==> src/rtl/regfile_sb_pkg.sv <==
// ----------------------------------------------------------------------------
// regfile_sb_pkg
// Shared constants and types for the scoreboarded register file.
//   XLEN_DEF  : default register data width
//   NREGS_DEF : default register count (power of two)
//   NRD_DEF   : default number of read ports
//   IDXW_DEF  : register-index width for the default register count
//   reg_idx_t : register-index type for the default configuration
// ----------------------------------------------------------------------------
package regfile_sb_pkg;
   localparam int XLEN_DEF  = 32;
   localparam int NREGS_DEF = 32;
   localparam int NRD_DEF   = 2;
   localparam int IDXW_DEF  = $clog2(NREGS_DEF);

   typedef logic [IDXW_DEF-1:0] reg_idx_t;
endpackage

==> src/rtl/regfile_sb_if.sv <==
// ----------------------------------------------------------------------------
// regfile_sb_if
// Bus bundle between the issue/writeback logic and the register file.
//   i_rf_rs_idx    : read index per port (port k at bits k*IDXW)
//   o_rf_rs        : read data per port (port k at bits k*XLEN)
//   o_rf_rs_busy   : per-port busy flag of the addressed source register
//   i_rf_wen       : writeback valid
//   i_rf_rdidx     : writeback destination index
//   i_rf_wdat      : writeback data
//   i_sb_alloc     : request to mark a destination pending
//   i_sb_alloc_idx : destination being allocated
//   o_sb_alloc_rdy : allocation accepted this cycle
//   o_sb_pend_cnt  : number of busy registers
// Modports: master (pipeline side), slave (register file side).
// ----------------------------------------------------------------------------
interface regfile_sb_if
   import regfile_sb_pkg::*;
#(
   parameter int XLEN  = XLEN_DEF,
   parameter int NREGS = NREGS_DEF,
   parameter int NRD   = NRD_DEF
);
   localparam int IDXW = $clog2(NREGS);

   logic [NRD*IDXW-1:0] i_rf_rs_idx;
   logic [NRD*XLEN-1:0] o_rf_rs;
   logic [NRD-1:0]      o_rf_rs_busy;
   logic                i_rf_wen;
   logic [IDXW-1:0]     i_rf_rdidx;
   logic [XLEN-1:0]     i_rf_wdat;
   logic                i_sb_alloc;
   logic [IDXW-1:0]     i_sb_alloc_idx;
   logic                o_sb_alloc_rdy;
   logic [IDXW:0]       o_sb_pend_cnt;

   modport master (
      output i_rf_rs_idx, i_rf_wen, i_rf_rdidx, i_rf_wdat, i_sb_alloc, i_sb_alloc_idx,
      input  o_rf_rs, o_rf_rs_busy, o_sb_alloc_rdy, o_sb_pend_cnt
   );

   modport slave (
      input  i_rf_rs_idx, i_rf_wen, i_rf_rdidx, i_rf_wdat, i_sb_alloc, i_sb_alloc_idx,
      output o_rf_rs, o_rf_rs_busy, o_sb_alloc_rdy, o_sb_pend_cnt
   );
endinterface

==> src/rtl/regfile_dfflr.sv <==
// ----------------------------------------------------------------------------
// regfile_dfflr
// One register of the file: W-bit flop with load enable and synchronous
// active-high clear (clear has priority over load).
//   clk : clock
//   clr : synchronous clear
//   ld  : load enable
//   d   : load data
//   q   : stored value
// ----------------------------------------------------------------------------
module regfile_dfflr #(
   parameter int W = 32
) (
   input  logic         clk,
   input  logic         clr,
   input  logic         ld,
   input  logic [W-1:0] d,
   output logic [W-1:0] q
);
   always_ff @(posedge clk) begin
      if (clr)     q <= '0;
      else if (ld) q <= d;
   end
endmodule

==> src/rtl/regfile_sb.sv <==
// ----------------------------------------------------------------------------
// regfile_sb
// Register file with a one-bit-per-register scoreboard. Register 0 is
// hard-wired to zero and never becomes busy. Reads are combinational.
//   clk : clock, all state on rising edge
//   rst : synchronous active-high reset (clears data, busy bits, counter)
//   bus : regfile_sb_if.slave (read ports, writeback, allocation, count)
// Optional feature macro: REGFILE_SB_BYPASS_EN -- when defined, a read of the
// register being written this cycle returns the write data and not-busy.
// ----------------------------------------------------------------------------
module regfile_sb
   import regfile_sb_pkg::*;
#(
   parameter int XLEN  = XLEN_DEF,
   parameter int NREGS = NREGS_DEF,
   parameter int NRD   = NRD_DEF
) (
   input  logic         clk,
   input  logic         rst,
   regfile_sb_if.slave  bus
);
   localparam int IDXW = $clog2(NREGS);

   logic [XLEN-1:0]          rf_q [NREGS];
   logic [NREGS-1:0]         busy_q;
   logic [NREGS-1:0]         busy_nxt;
   logic [IDXW:0]            pend_q;
   logic [NRD-1:0][XLEN-1:0] rs_data;
   logic [NRD-1:0]           rs_busy;

   logic wr_fire;
   logic alloc_rdy;
   logic alloc_fire;
   logic cnt_inc;
   logic cnt_dec;

   // A writeback to the same index frees the slot in the same cycle, so
   // back-to-back reuse of a destination does not lose a cycle.
   assign wr_fire    = bus.i_rf_wen && (bus.i_rf_rdidx != '0);
   assign alloc_rdy  = ~busy_q[bus.i_sb_alloc_idx] |
                       (bus.i_rf_wen && (bus.i_rf_rdidx == bus.i_sb_alloc_idx));
   assign alloc_fire = bus.i_sb_alloc && alloc_rdy && (bus.i_sb_alloc_idx != '0);

   // Counter moves only on a real 0->1 or 1->0 transition. A same-index
   // writeback+alloc on a busy register leaves it busy: no net change.
   assign cnt_inc = alloc_fire & ~busy_q[bus.i_sb_alloc_idx];
   assign cnt_dec = wr_fire & busy_q[bus.i_rf_rdidx] &
                    ~(alloc_fire && (bus.i_sb_alloc_idx == bus.i_rf_rdidx));

   // Register storage
   assign rf_q[0] = '0;

   for (genvar i = 1; i < NREGS; i++) begin : g_reg
      regfile_dfflr #(.W(XLEN)) u_reg (
         .clk (clk),
         .clr (rst),
         .ld  (wr_fire && (bus.i_rf_rdidx == IDXW'(i))),
         .d   (bus.i_rf_wdat),
         .q   (rf_q[i])
      );
   end

   // Busy next-state: clear first, then set, so alloc wins on a collision
   always_comb begin
      busy_nxt = busy_q;
      if (wr_fire)    busy_nxt[bus.i_rf_rdidx]     = 1'b0;
      if (alloc_fire) busy_nxt[bus.i_sb_alloc_idx] = 1'b1;
      busy_nxt[0] = 1'b0;
   end

   always_ff @(posedge clk) begin
      if (rst) begin
         busy_q <= '0;
         pend_q <= '0;
      end else begin
         busy_q <= busy_nxt;
         pend_q <= pend_q + {{IDXW{1'b0}}, cnt_inc} - {{IDXW{1'b0}}, cnt_dec};
      end
   end

   // Read ports
   for (genvar k = 0; k < NRD; k++) begin : g_rd
      logic [IDXW-1:0] rd_idx;
      assign rd_idx = bus.i_rf_rs_idx[k*IDXW +: IDXW];
`ifdef REGFILE_SB_BYPASS_EN
      logic byp_hit;
      assign byp_hit    = wr_fire && (bus.i_rf_rdidx == rd_idx);
      assign rs_data[k] = byp_hit ? bus.i_rf_wdat : rf_q[rd_idx];
      assign rs_busy[k] = busy_q[rd_idx] & ~byp_hit;
`else
      assign rs_data[k] = rf_q[rd_idx];
      assign rs_busy[k] = busy_q[rd_idx];
`endif
   end

   assign bus.o_rf_rs        = rs_data;
   assign bus.o_rf_rs_busy   = rs_busy;
   assign bus.o_sb_alloc_rdy = alloc_rdy;
   assign bus.o_sb_pend_cnt  = pend_q;
endmodule

==> src/flat_wrapper.sv <==
// flat-port wrapper written by rule: the top's interface ports become plain ports
module regfile_sb_flat import regfile_sb_pkg::*;
#(
   parameter int XLEN  = XLEN_DEF,
   parameter int NREGS = NREGS_DEF,
   parameter int NRD   = NRD_DEF
)
  (clk, rst, bus_i_rf_rs_idx, bus_i_rf_wen, bus_i_rf_rdidx, bus_i_rf_wdat, bus_i_sb_alloc, bus_i_sb_alloc_idx, bus_o_rf_rs, bus_o_rf_rs_busy, bus_o_sb_alloc_rdy, bus_o_sb_pend_cnt);
  regfile_sb_if #(.XLEN(XLEN), .NREGS(NREGS), .NRD(NRD)) bus_i ();
  input  logic clk;
  input  logic rst;
  input wire logic [$bits(bus_i.i_rf_rs_idx)-1:0] bus_i_rf_rs_idx;
  input wire logic [$bits(bus_i.i_rf_wen)-1:0] bus_i_rf_wen;
  input wire logic [$bits(bus_i.i_rf_rdidx)-1:0] bus_i_rf_rdidx;
  input wire logic [$bits(bus_i.i_rf_wdat)-1:0] bus_i_rf_wdat;
  input wire logic [$bits(bus_i.i_sb_alloc)-1:0] bus_i_sb_alloc;
  input wire logic [$bits(bus_i.i_sb_alloc_idx)-1:0] bus_i_sb_alloc_idx;
  output wire logic [$bits(bus_i.o_rf_rs)-1:0] bus_o_rf_rs;
  output wire logic [$bits(bus_i.o_rf_rs_busy)-1:0] bus_o_rf_rs_busy;
  output wire logic [$bits(bus_i.o_sb_alloc_rdy)-1:0] bus_o_sb_alloc_rdy;
  output wire logic [$bits(bus_i.o_sb_pend_cnt)-1:0] bus_o_sb_pend_cnt;
  assign bus_i.i_rf_rs_idx = bus_i_rf_rs_idx;
  assign bus_i.i_rf_wen = bus_i_rf_wen;
  assign bus_i.i_rf_rdidx = bus_i_rf_rdidx;
  assign bus_i.i_rf_wdat = bus_i_rf_wdat;
  assign bus_i.i_sb_alloc = bus_i_sb_alloc;
  assign bus_i.i_sb_alloc_idx = bus_i_sb_alloc_idx;
  assign bus_o_rf_rs = bus_i.o_rf_rs;
  assign bus_o_rf_rs_busy = bus_i.o_rf_rs_busy;
  assign bus_o_sb_alloc_rdy = bus_i.o_sb_alloc_rdy;
  assign bus_o_sb_pend_cnt = bus_i.o_sb_pend_cnt;
  regfile_sb #(.XLEN(XLEN), .NREGS(NREGS), .NRD(NRD)) u_core (.clk(clk), .rst(rst), .bus(bus_i));
endmodule
==> config.mk <==
export PLATFORM = sky130hd
export DESIGN_NAME = regfile_sb_flat
export DESIGN_NICKNAME = d
export VERILOG_FILES = /design/src/rtl/regfile_sb_pkg.sv /design/src/rtl/regfile_sb_if.sv /design/src/rtl/regfile_dfflr.sv /design/src/rtl/regfile_sb.sv /design/src/flat_wrapper.sv
export SDC_FILE = /design/constraint.sdc
export NUM_CORES = 2
export LEC_CHECK = 0
export BUFFER_PORTS_ARGS = -buffer_cell sky130_fd_sc_hd__buf_4
export CAP_MARGIN = 15
export CORE_MARGIN = 2
export CORE_UTILIZATION = 63
export DETAILED_ROUTE_END_ITERATION = 10
export GPL_TIMING_DRIVEN = 0
export PLACE_DENSITY = 0.8
export SLEW_MARGIN = 5
export SYNTH_ARGS = -nofsm -noshare
export SYNTH_HDL_FRONTEND = slang
export SYNTH_SLANG_ARGS = --single-unit
==> constraint.sdc <==
create_clock -name clk -period 4.3 [get_ports clk]
set_input_delay 0.43 -clock clk [delete_from_list [all_inputs] [get_ports clk]]
set_output_delay 0.43 -clock clk [all_outputs]
set_load 0.01 [all_outputs]
Word level (Yosys, flattened, before mapping)

Index checks and enable logic that the tools add are counted.

Register bits: 1030
Output and inout bits: 73
Logic and storage cells: 148

Add/sub/neg operators: 2
$lt $le $gt $ge: 8
Eq/ne operators: 33
Mux-type cells: 20
Bitwise gates (word level): 11
Reduce and logical (&&, ||, !) cells: 40

Operators by type and width:

| kind                 | number |
|---|---|
| $bmux W32 S5         | 2 |
| $mux W32             | 6 |
| $eq A5 B5 Y1 const B | 16 |
| $eq A5 B4 Y1 const B | 8 |
| $logic_and A1 B1 Y1  | 38 |
| $and A32 B32 Y32     | 1 |
| $not A32 Y32         | 1 |
| $or A32 B32 Y32      | 1 |
| $lt A5 B6 Y1 const B | 4 |
| $bmux W1 S5          | 4 |
| $eq A5 B3 Y1 const B | 4 |
| $ge A6 B6 Y1 const B | 2 |
| $not A5 Y6           | 2 |
| $demux W1 S5         | 2 |
| $eq A5 B2 Y1 const B | 2 |
| $eq A5 B5 Y1         | 2 |
| $ge A5 B1 Y1 const B | 2 |
| $reduce_bool A5 Y1   | 2 |
| $add A6 B1 Y6        | 1 |
| $mux W1              | 6 |
| $sub A6 B1 Y6        | 1 |
| $eq A5 B1 Y1 const B | 1 |
| $and A1 B1 Y1        | 3 |
| $not A1 Y1           | 2 |
| $or A1 B1 Y1         | 1 |

Longest topological paths before layout

Depth after elaboration: 10
Depth in mapped cells: 16

Cells and area by module

A second synthesis with hierarchy kept.

Cell total of the unflattened synthesis: 4665
Area, all modules: 55446.9 µm²

Modules (own cells, without submodules):

| module        | times used | cells an instance | area an instance (µm²) | sequential area each (µm²) |
|---|---|---|---|---|
| regfile_dfflr | 31         | 103               | 1163.6                 | 640.6 |
| regfile_sb    | 1          | 1472              | 19374.8                | 740.7 |

Worst setup path after synthesis

OpenSTA, ideal clock, no wires.

Path kind: input to register
Start point: in bus_i_rf_rdidx[0]
End point: reg u_core.pend_q[4], in the netlist u_core.bus.o_sb_pend_cnt[4]
Library setup time: 0.128 ns
Arrival: 3.372 ns
Required time: 4.172 ns
Path slack: 0.800 ns
Cell stages on the path: 15
Cell sequence: buf_2 -> buf_2 -> mux4_2 -> mux4_2 -> mux2i_1 -> nor3_1 -> ha_1 -> inv_1 -> ha_1 -> fa_1 -> a21oi_1 -> nor2_1 -> nor2_1 -> xor2_1 -> nor2_1

Longest elaborated chain between the ends: 9
Elaborated cells between the ends (all ways): 17
Classes of those cells: 2 x add/sub; 2 x eq/ne; 2 x mux; 5 x bitwise; 6 x reduce/logical

RTL lines:

| what                                                  | line               | RTL |
|---|---|---|
| start: declaration                                    | flat_wrapper.sv:14 | `input wire logic [$bits(bus_i.i_rf_rdidx)-1:0] bus_i_rf_rdidx;` |
| branches (longest 8 deep; another with $add A6 B1 Y6) | n/a                |  |
| $sub A6 B1 Y6 *                                       | regfile_sb.sv:77   | `pend_q <= pend_q + {{IDXW{1'b0}}, cnt_inc} - {{IDXW{1'b0}}, cnt_dec};` |
| end signal: assignment                                | regfile_sb.sv:77   |  |
| end: declaration                                      | regfile_sb.sv:27   | `logic [IDXW:0] pend_q;` |

Every way passes the cells marked *. The select of a mux whose other input is x is not followed.
A chain may end at the register's enable or synchronous reset.

Worst setup path in the final report

Start point: in bus_i_rf_rs_idx[6]
End point: out bus_o_rf_rs[35]

Longest elaborated chain between the ends: 4

RTL lines:

| what                                         | line               | RTL |
|---|---|---|
| start: declaration                           | flat_wrapper.sv:12 | `input wire logic [$bits(bus_i.i_rf_rs_idx)-1:0] bus_i_rf_rs_idx;` |
| $not A5 Y6 (implied by the code)             | regfile_sb.sv:91   | `assign rs_data[k] = rf_q[rd_idx];` |
| $bmux W32 S5                                 | regfile_sb.sv:91   |  |
| $mux W32 (implied by the code) (2 in series) | regfile_sb.sv:91   |  |
| end: declaration                             | flat_wrapper.sv:18 | `output wire logic [$bits(bus_i.o_rf_rs)-1:0] bus_o_rf_rs;` |

Every way passes these cells. The select of a mux whose other input is x is not followed.

==> flow_summary_export.csv <==
group,metric,value,unit
yosys,synth.most_common_cell,"nand2_1",
timing,maxSlewViolCount,0,
grt,grt_pass1_vias,47300,
yosys,ys_ff_latch,1029,
route,drt-initial-drc-count,8688,
yosys,synthesis.area,0.05284,sq mm
grt,antenna_found_initial,21,
worst_setup_path,crit_path_max_incr_delay,1.03,ns
cts,clkLatencyLatePin,0.71,ns
yosys,yosysTopAreaCell,"dfxtp_1",
route,top_layer_used,"met5",
die,core,0.08329,sq mm
die,dieHeight,293.6,microns
timing,skew,0.008791,ns
finish,area_growth_syn_to_layout,11.25,%
yosys,synth-edff-count,0,
worst_setup_path,critPathLaunchType,"input pin",
worst_setup_path,worstSetupStartpoint,"bus_i_rf_rs_idx[6]",
yosys,ys.flop_type,"dfxtp_1",
worst_setup_path,critical_path_buf_inv_count,5,
yosys,synth_warnings,0,
power_and_ir_drop,p_leak,0.01906,uW
timing,max_freq,0.2268,GHz
die,initial_core_util,0.6344,
placed_design,gp_congestion,1.073,
yosys,synthCells,5658,
grt,grt_pass1_wl,297200,microns
route,drcViolationCount,1,
yosys,seq_area_frac_synth,0.3899,
yosys,avgSynthCellArea,9.338,sq um
min_path,hp-class,"input pin to flip-flop",
route,met1_length,65280,microns
cts,htree_levels,3,
route,dr_wl_met2,87800,microns
die,fp-row-count,106,
timing,fin_crit_sh,1.026,
cts,cts_setup_buffers,0,
worst_setup_path,worst_path_max_delay_cell,"buf_1",
cts,cts_buffers,106,
timing,rsz0062_at_grt,"false",
timing,tightest_slew,1.356,ns
timing,tns,-0.2094,ns
placed_design,hpwlAfterDp,155200,microns
power_and_ir_drop,power,21540,uW
cts,cts_sinks,1029,
grt,grt_remaining_overflow,0,
worst_setup_path,end_kind,"output pin",
power_and_ir_drop,peakVddDrop,0.3684,mV
finish,nFillCells,6213,
yosys,postSynthNetCount,5721,
placed_design,io_buffers,112,
route,wl_per_cell,29.24,microns
route,wl_met3,35820,microns
min_path,min-delay-start,"bus_i_rf_wdat[9]",
finish,drive_gt1_frac,0.1930,
cts,cts-root-buf,"clkbuf_16",
die,io_pins,129,
finish,nets,5944,
cts,clk_path_buf_depth,3,
yosys,ys_top_cells_by_count,"nand2_1 (2039), dfxtp_1 (1029), a21oi_1 (997)",
worst_setup_path,critPathTopFamily,"buffers and inverters",
cts,holdBufCountCts,0,
grt,grtUsageTotal,0.4701,
route,post_drt_via_cell_ratio,7.029,
route,first_pass_iters,11,
cts,cts_tree,"done",
timing,period_needed,4.410,ns
worst_setup_path,critPathKind,"input pin to output pin",
worst_setup_path,crit_chain,"buf_4 > buf_2 > buf_2 > buf_1 > mux4_2 > mux4_2 > mux2_2 > buf_4",
job,drv_cap,0,
die,die_w,293.6,microns
timing,setup_viol,5,
worst_setup_path,timing.rr.start,"u_core.busy_q[7]",
yosys,yosysTopAreaCellShare,0.3899,
worst_setup_path,cp_max_fo,10,
yosys,ys_types,38,
route,postRouteWirelength,206300,microns
power_and_ir_drop,powerDensity,366.5,mW/mm^2
route,antenna_left,0,
worst_setup_path,cp.required,3.87,ns
timing,finalWorstSetupSlack,-0.1097,ns
timing,slew_headroom,0.09593,
outcome,outcome,"finished with violations",
grt,grt_max_degree,16,
yosys,async_flop_share,0,
worst_setup_path,arrival,3.98,ns
yosys,synthTopCellsByArea,"dfxtp_1 (39%), mux4_2 (26%), nand2_1 (14%)",
outcome,violations,"DRC, setup timing",
timing,hold_violations,0,
route,vias,49600,
cts,clkTransAtPathRegs,0.06,ns
die,die_area,0.08620,sq mm
layer usage:
metal / vias to the layer above / global-route usage
met5: - / 0.02836
met4: 34 / 0.3055
met3: 1209 / 0.2088
met2: 4548 / 0.6942
met1: 23500 / 0.5558
li1: 20310 / -
flip-flops by register name, indices dropped and copies added, names as in the netlist:
signal,flops
u_core.g.u_reg.q,992
u_core.busy_q,31
u_core.bus.o_sb_pend_cnt,6
worst register-to-register path, delay by kind of cell (launching register included):
family / cells / cell delay, ns
buffers and inverters: 1 / 0.04
XOR/XNOR: 1 / 0.18
multiplexers: 3 / 1.09
AO/OA/AOI/OAI: 1 / 0.17
AND/OR/NAND/NOR: 4 / 0.36
flip-flops: 1 / 0.40
adder cells (fa/ha/maj): 3 / 0.95
area by class of cell:
cell class              instances  area, sq um  share of cell area
inverters                       9        33.78           0.0005747
multi-input cells            4034        29750              0.5062
diodes                          6        15.01           0.0002554
repair buffers                115        885.9             0.01507
clock inverters                54        700.7             0.01192
plain buffers                 586         2456             0.04179
well taps                    1080         1351             0.02299
flip-flops and latches       1029        20600              0.3505
clock buffers                 143         2982             0.05073
stage by stage:
stage / hold WS [ns] / std cells / instance area, sq um / util / worst slack (ns)
floorplan: 0.4424 / 5658 / 52840 / - / 0.8000
global placement: 0.4481 / 6850 / 55030 / 0.6607 / -0.2576
detailed placement: 0.4578 / 6850 / 55030 / 0.6607 / -0.2881
CTS: 0.03043 / 7047 / 58720 / 0.7049 / 0.04463
global route: 0.04234 / 7052 / 58770 / 0.7056 / 0.03501
finish: 0.02301 / 7056 / 58780 / 0.7057 / -0.1097
placed cells by master, fill, tap and decap left out, types with 13 or more instances in the layout:
cell type	Yosys	final
clkbuf_8	0	19
buf_6	13	13
buf_2	55	55
buf_4	22	134
clkbuf_1	468	480
nand2_1	2039	2039
o31ai_2	14	14
nor2_1	49	49
nand3b_1	34	34
a22o_1	67	67
clkinv_2	0	20
mux4_2	607	607
dfxtp_1	1029	1029
buf_1	28	28
o31ai_1	18	18
clkbuf_16	0	106
a21oi_1	997	997
mux2_2	132	132
where the power goes:
part,switching (uW),leakage (uW),internal (uW)
clock network,4290,0.00179,5630
registers,70.5,0.00830,9620
logic,1340,0.00897,600
path summary, 6_finish.rpt:
kind | cells past startpoint | slack [ns] | to
worst min register to register | 2 | 0.47 | u_core.g_reg[7].u_reg.q[29]
worst max register to register | 13 | 0.96 | u_core.bus.o_sb_pend_cnt[4]
worst min-delay path | 3 | 0.02 | u_core.g_reg[1].u_reg.q[9]
worst max-delay path | 8 | -0.11 | bus_o_rf_rs[35]
repair_timing:
item	CTS	global route
setup endpoints to repair	12	18
endpoints found under the hold margin	0	0
resized for setup	3	9
cell families (layout without fill, tap and decap cells):
family	after synthesis	count (layout)	synth area share
simple gates	2163	2163	0.1580
fa+ha+maj	7	7	0.001800
buf+inv	595	907	0.04698
compound gates	1106	1106	0.1131
mux	748	748	0.2886
other cells	0	6	0
xor+xnor	10	10	0.001658
flops	1029	1029	0.3899
No activity file was read; power rests on OpenSTA's default activity.
